**src/rtl/fifo_rd_pkg.sv**
```systemverilog
// Shared types and default widths for the async-FIFO read-side controller.
package fifo_rd_pkg;

  localparam int FIFO_DATA_WIDTH = 8;
  localparam int FIFO_CNT_WIDTH  = 16;

  typedef enum logic [1:0] {
    EMPTY = 2'd0,
    GAP   = 2'd1,
    FULL  = 2'd2
  } rd_state_e;

  // A pop may start when nothing is held, or when the held word leaves on this edge.
  function automatic logic pop_slot(input rd_state_e st, input logic ready);
    return (st == EMPTY) || ((st == FULL) && ready);
  endfunction

endpackage

```
**src/rtl/fifo_rd_xfer_cnt.sv**
```systemverilog
// Wrap-around count of words accepted by the consumer.
module fifo_rd_xfer_cnt #(
  parameter int CNT_WIDTH = 16
) (
  input  logic                 r_clk,
  input  logic                 r_rst,
  input  logic                 inc,
  output logic [CNT_WIDTH-1:0] cnt
);

  always_ff @(posedge r_clk) begin
    if (r_rst) begin
      cnt <= '0;
    end else if (inc) begin
      cnt <= cnt + 1'b1;
    end
  end

endmodule

```
**src/rtl/fifo_rd_ctrl.sv**
```systemverilog
// Read-domain pop controller: pops the FIFO into a held register and hands it
// out over valid/ready. FIFO_RD_CTRL_CNT_EN adds the xfer_cnt accept counter.
module fifo_rd_ctrl
  import fifo_rd_pkg::*;
#(
  parameter int DATA_WIDTH = FIFO_DATA_WIDTH,
  parameter int CNT_WIDTH  = FIFO_CNT_WIDTH
) (
  input  logic                  r_clk,
  input  logic                  r_rst,
  input  logic                  r_empty,
  input  logic [DATA_WIDTH-1:0] r_data,
  output logic                  r_inc,
  input  logic                  rd_en,
  output logic [DATA_WIDTH-1:0] out_data,
  output logic                  out_valid,
  input  logic                  out_ready
`ifdef FIFO_RD_CTRL_CNT_EN
  ,
  output logic [CNT_WIDTH-1:0]  xfer_cnt
`endif
);

  rd_state_e             state_p1;
  rd_state_e             state_nxt;
  logic                  pop;
  logic [DATA_WIDTH-1:0] data_p1;

  // Stage p0 -> p1: state register
  always_ff @(posedge r_clk) begin
    if (r_rst) begin
      state_p1 <= EMPTY;
    end else begin
      state_p1 <= state_nxt;
    end
  end

  // GAP never pops: the read pointer's Gray copy is one cycle behind r_inc.
  always_comb begin
    state_nxt = state_p1;
    unique case (state_p1)
      EMPTY: if (pop) state_nxt = GAP;
      GAP:   state_nxt = out_ready ? EMPTY : FULL;
      FULL: begin
        if (pop)            state_nxt = GAP;
        else if (out_ready) state_nxt = EMPTY;
      end
      default: state_nxt = EMPTY;
    endcase
  end

  always_comb begin
    pop       = !r_rst && rd_en && !r_empty && pop_slot(state_p1, out_ready);
    r_inc     = pop;
    out_valid = (state_p1 != EMPTY);
  end

  // Stage p0 -> p1: held word, loaded on every pop edge
  always_ff @(posedge r_clk) begin
    if (r_rst) begin
      data_p1 <= '0;
    end else if (pop) begin
      data_p1 <= r_data;
    end
  end

  assign out_data = data_p1;

`ifdef FIFO_RD_CTRL_CNT_EN
  fifo_rd_xfer_cnt #(
    .CNT_WIDTH (CNT_WIDTH)
  ) u_xfer_cnt (
    .r_clk (r_clk),
    .r_rst (r_rst),
    .inc   (out_valid && out_ready),
    .cnt   (xfer_cnt)
  );
`else
  logic [CNT_WIDTH-1:0] unused_cnt_w;
  assign unused_cnt_w = '0;
`endif

endmodule

```
**config.mk**
```make
export PLATFORM = sky130hd
export DESIGN_NAME = fifo_rd_ctrl
export DESIGN_NICKNAME = d
export VERILOG_FILES = /design/src/rtl/fifo_rd_pkg.sv /design/src/rtl/fifo_rd_xfer_cnt.sv /design/src/rtl/fifo_rd_ctrl.sv
export SDC_FILE = /design/constraint.sdc
export NUM_CORES = 1
export LEC_CHECK = 0
export CAP_MARGIN = 20
export CORE_AREA = 8 8 45 47
export CTS_CLUSTER_SIZE = 25
export DETAILED_ROUTE_END_ITERATION = 12
export DIE_AREA = 0 0 53 55
export GPL_ROUTABILITY_DRIVEN = 0
export GPL_TIMING_DRIVEN = 0
export PLACE_DENSITY_LB_ADDON = 0.1
export SKIP_CTS_REPAIR_TIMING = 1
export SYNTH_ARGS = -nofsm -noshare
export SYNTH_HDL_FRONTEND = slang
export SYNTH_HIERARCHICAL = 1
export SYNTH_SLANG_ARGS = --single-unit
```
**constraint.sdc**
```tcl
create_clock -name r_clk -period 5.2 [get_ports r_clk]
set_input_delay 1.56 -clock r_clk [delete_from_list [all_inputs] [get_ports r_clk]]
set_output_delay 1.56 -clock r_clk [all_outputs]
set_load 0.1 [all_outputs]
```
==> results of run 1 <==
final timing paths:
| check | start | to | slack (ns) |
|---|---|---|---|
| worst max-delay path | r_empty | r_inc | 0.13 |
| worst min-delay path | out_data[7] | out_data[7] | 0.48 |
| worst max register to register | state_p1[0] | out_data[3] | 3.80 |
| worst min register to register | out_data[7] | out_data[7] | 0.48 |
metal layers:
metal  part of all wire [%]  wire length [µm]  track usage [%]
met1                     45               556             9.80
met2                     45               562             14.5
met3                    9.5               118             4.55
met4                      0                 0             3.88
met5                      0                 0                0
worst max-delay path, cell delays in order:
cell             delay [ns]
clkdlybuf4s50_1        0.46
or4b_4                 0.50
buf_6                  0.16
nor2_1                 0.09
dlymetal6s2s_1         0.75
power by group:
group	internal (W)	total (W)	switching, W
logic	0.0000176	0.0000464	0.0000288
registers	0.0000791	0.0000807	0.00000166
clock network	0.0000425	0.0000697	0.0000272
total	0.000139	0.000197	0.0000576
per-stage QoR:
step	worst slack, ns	utilization [%]	power (W)
finish	0.126	52.4	0.000197
global route	0.0879	52.4	0.000206
CTS	-0.273	52.2	0.000200
detailed placement	-0.271	49.5	0.000129
global placement	-0.271	49.5	0.000129
floorplan	0.167	-	0.000112
cell families (layout without fill, tap and decap cells):
group           Yosys count  after routing  synth area share, %
compound gates           16             16                 18.8
xor+xnor                  1              1                 1.97
simple gates             16             16                 24.4
buf+inv                   4             30                 9.83
flops                    10             10                 44.9
sequential cells by signal, indices dropped and copies added, names as in the netlist:
signal,flops
out_data,8
state_p1,2
area by class of cell:
cell class	count	share of cell area, %
tap	16	2.76
sequential	10	27.6
timing repair buffer	22	30.7
clock buffer	4	5.01
buffer	4	6.04
multi-input combinational	33	27.8
Yosys cell counts (all sizes together):
master  number  area (µm²)
a21oi        8        40.0
buf          3        38.8
clkbuf       1        5.00
dfxtp       10         200
nand2b       1        6.26
nand3        8        40.0
nor2         2        7.51
nor2b        1        6.26
nor3         1        5.00
nor4b        1        23.8
o21ai        8        43.8
or2          1        6.26
or4b         1        13.8
xnor2        1        8.76
==> results.yml, run 1 <==
outcome:
  status: "finished, final reports clean"
worst_setup_path:
  reg2reg_depth: 4
  start_kind: "primary input"
  cp-end-kind: "output pin"
  cp.arrival_ns: 3.51
  worstPathMaxFanout: 10
  crit_required_ns: 3.64
  criticalPathCategory: "primary input to output pin"
sta:
  drv_slew: 0
  slew_headroom_pct: 33.5
  hold_violations: 0
  post-route-min-period_ns: 5.07
  hold_slack_ns: 0.479
  post-route-period-util_pct: 97.6
  grt_setup_unrepaired: "no"
  tightestPinTransition_ns: 0.994
  setup_viol: 0
  skew_ns: 0.00479
  fin_setup_tns_ns: 0
  fmax_mhz: 197
place:
  numPortBuffers: 22
  dp_cells: 85
  placed_area_um2: 686
  hpwl_um: 891
clocking:
  cts.path.max_buffers: 2
  tritoncts: "done"
  cts_sinks: 10
  root_buffer: "clkbuf_4"
  clk-insertion-delay-late_ns: 0.26
  path_clk_slew_ns: 0.06
  cts_buffers: 3
  htree_num_levels: 1
detailed_routing:
  routed_wl_um: 1240
  drtPass1Iterations: 4
  viasPerCell: 4.85
  drc: 0
  wl_per_cell_um: 13.9
  drtAntennaViolNets: 0
  vias: 432
  drtIter0Drc: 16
cells_and_area:
  stdcell_count: 89
  area_growth_syn_to_layout_pct: 62.6
  diodes: 0
  nets: 87
  layout_common_cells: "clkdlybuf4s50_1, dfxtp_1, nand3_1, a21oi_1, o21ai_1"
  fill_cells: 151
  layout_commonest_cell: "clkdlybuf4s50_1"
  multi_input_area_um2: 201
  final_area_um2: 724
  seqCellArea_um2: 200
  layout-drive-gt1-share_pct: 16.4
global_route:
  grt_pass1_vias: 419
  grt_start_max_net_pins: 11
  groute.usage.overall_pct: 8.99
  gr-total-overflow: 0
  grt_pass1_wl_um: 1950
  antenna_found_initial: 0
hold_path:
  hold_path_class: "flop to flop"
  min_path_cells: 2
logic_synthesis:
  ys_ff_latch: 10
  synth.avg_cell_area_um2: 9.48
  syn_inst: 47
  synth_cell_types: 17
  synth_fp_nets: 60
  ys_warn_count: 6
  ys_seq_area_share_pct: 44.9
  netlist_area_um2: 445
power_and_ir_drop:
  ir_worst_vdd_mv: 0.171
  cellLeakagePower_nw: 0.270
  p_per_area_nw_per_um2: 272
flow_run:
  maxCapViolations: 0
floorplanning:
  io-pin-count: 23
  coreArea_um2: 1380
  initial_core_util_pct: 32.2
  die_width_um: 53
  rows: 14
  die-area_um2: 2920
  dieHeight_um: 55
Note: power is estimated with default switching activity, not from simulation.
==> run 2: changes to the inputs <==
--- a/config.mk
+++ b/config.mk
@@ -7,11 +7,10 @@
 export LEC_CHECK = 0
 export CAP_MARGIN = 20
 export CORE_AREA = 8 8 45 47
-export CTS_CLUSTER_SIZE = 25
+export CTS_CLUSTER_SIZE = 20
 export DETAILED_ROUTE_END_ITERATION = 12
 export DIE_AREA = 0 0 53 55
 export GPL_ROUTABILITY_DRIVEN = 0
-export GPL_TIMING_DRIVEN = 0
 export PLACE_DENSITY_LB_ADDON = 0.1
 export SKIP_CTS_REPAIR_TIMING = 1
 export SYNTH_ARGS = -nofsm -noshare
==> constraint.sdc (replaced) <==
create_clock -name r_clk -period 5.9 [get_ports r_clk]
set_input_delay 1.77 -clock r_clk [delete_from_list [all_inputs] [get_ports r_clk]]
set_output_delay 1.77 -clock r_clk [all_outputs]
set_load 0.1 [all_outputs]
==> results.yml, run 2 (synthesis gave the netlist of run 1 again) <==
outcome:
  status: "finished, final reports clean"
sta:
  tightestPinTransition_ns: 0.973
  slew_headroom_pct: 34.9
  fin_setup_tns_ns: 0
  post-route-period-util_pct: 87.1
  post-route-min-period_ns: 5.14
  fmax_mhz: 195
  skew_ns: 0.00808
  grt_setup_unrepaired: "no"
  hold_slack_ns: 0.465
  hold_violations: 0
  drv_slew: 0
  setup_viol: 0
detailed_routing:
  routed_wl_um: 1120
  drtAntennaViolNets: 0
  drc: 0
  drtIter0Drc: 7
  drtPass1Iterations: 4
  wl_per_cell_um: 13.0
  viasPerCell: 4.72
  vias: 406
clocking:
  root_buffer: "clkbuf_4"
  clk-insertion-delay-late_ns: 0.25
  cts_buffers: 3
  htree_num_levels: 1
  cts.path.max_buffers: 2
  cts_sinks: 10
  path_clk_slew_ns: 0.06
  tritoncts: "done"
floorplanning:
  die_width_um: 53
  die-area_um2: 2920
  io-pin-count: 23
  coreArea_um2: 1380
  dieHeight_um: 55
  initial_core_util_pct: 32.2
  rows: 14
place:
  numPortBuffers: 22
cells_and_area:
  diodes: 0
  layout_common_cells: "clkdlybuf4s50_1, dfxtp_1, nand3_1, a21oi_1, o21ai_1"
  nets: 85
  layout_commonest_cell: "clkdlybuf4s50_1"
  largest_reg_flops: 8
  area_growth_syn_to_layout_pct: 54.8
  layout-drive-gt1-share_pct: 14.3
  fill_cells: 133
worst_setup_path:
  rrSetupSlack_ns: 4.54
  cp.arrival_ns: 3.37
  crit_required_ns: 4.13
  start_kind: "primary input"
  worstPathMaxFanout: 11
  criticalPathCategory: "primary input to output pin"
  cp-end-kind: "output pin"
global_route:
  grt_pass1_wl_um: 1700
  antenna_found_initial: 0
  grt_start_max_net_pins: 12
  groute.usage.overall_pct: 8.05
  grt_pass1_vias: 387
  gr-total-overflow: 0
flow_run:
  maxCapViolations: 0
power_and_ir_drop:
  p_per_area_nw_per_um2: 225
  cellLeakagePower_nw: 0.239
  ir_worst_vdd_mv: 0.122
hold_path:
  hold_path_class: "flop to flop"
run 2: cell types whose count changed in the layout (fill, tap and decap cells not counted):
| cell | previous run | this run |
|---|---|---|
| clkbuf_8 | 1 | 0 |
| clkbuf_2 | 1 | 0 |
| buf_6 | 1 | 0 |
| dlymetal6s2s_1 | 1 | 0 |
| buf_4 | 1 | 2 |
run 2: area by class of cell:
type / instances / area (µm²) / area share, %
Timing Repair Buffer: 24 / 245 / 35.6
Multi-Input combinational cell: 33 / 201 / 29.2
Sequential cell: 10 / 200 / 29.0
Clock buffer: 3 / 22.5 / 3.27
Tap cell: 16 / 20.0 / 2.90
run 2: path summary, 6_finish.rpt:
path / start / end / depth (start not counted)
min reg2reg: out_data[7] / out_data[7] / 2
min: out_data[7] / out_data[7] / 2
max: r_rst / r_inc / 5
max reg2reg: state_p1[0] / out_data[6] / 3
run 2: metrics by stage:
stage / power, W / cells / instance area, µm² / util (%) / setup slack, ns
2_1_floorplan: 0.0000988 / 47 / 445 / - / 0.447
3_3_place_gp: 0.000114 / 83 / 667 / 48.2 / 0.775
3_5_place_dp: 0.000113 / 83 / 667 / 48.2 / 0.758
4_1_cts: 0.000157 / 86 / 689 / 49.8 / 0.757
5_1_grt: 0.000165 / 86 / 689 / 49.8 / 0.686
6_report: 0.000155 / 86 / 689 / 49.8 / 0.762
run 2: layer usage:
layer	wire length, µm	GRT usage, %
met2	506	11.7
met4	9	5.17
met1	475	8.85
met3	129	4.55
met5	0	0
run 2: where the power goes:
part / internal [W] / switching [W] / leakage, nW
clock: 0.0000234 / 0.0000200 / 0.0138
sequential: 0.0000698 / 0.00000146 / 0.0812
combinational: 0.0000154 / 0.0000252 / 0.144
total: 0.000109 / 0.0000466 / 0.239
run 2: worst max-delay path, stage by stage:
cell and delay, ns:
clkdlybuf4s50_1 0.40, buf_4 0.18, or4b_4 0.60, nor2_1 0.22, buf_12 0.20
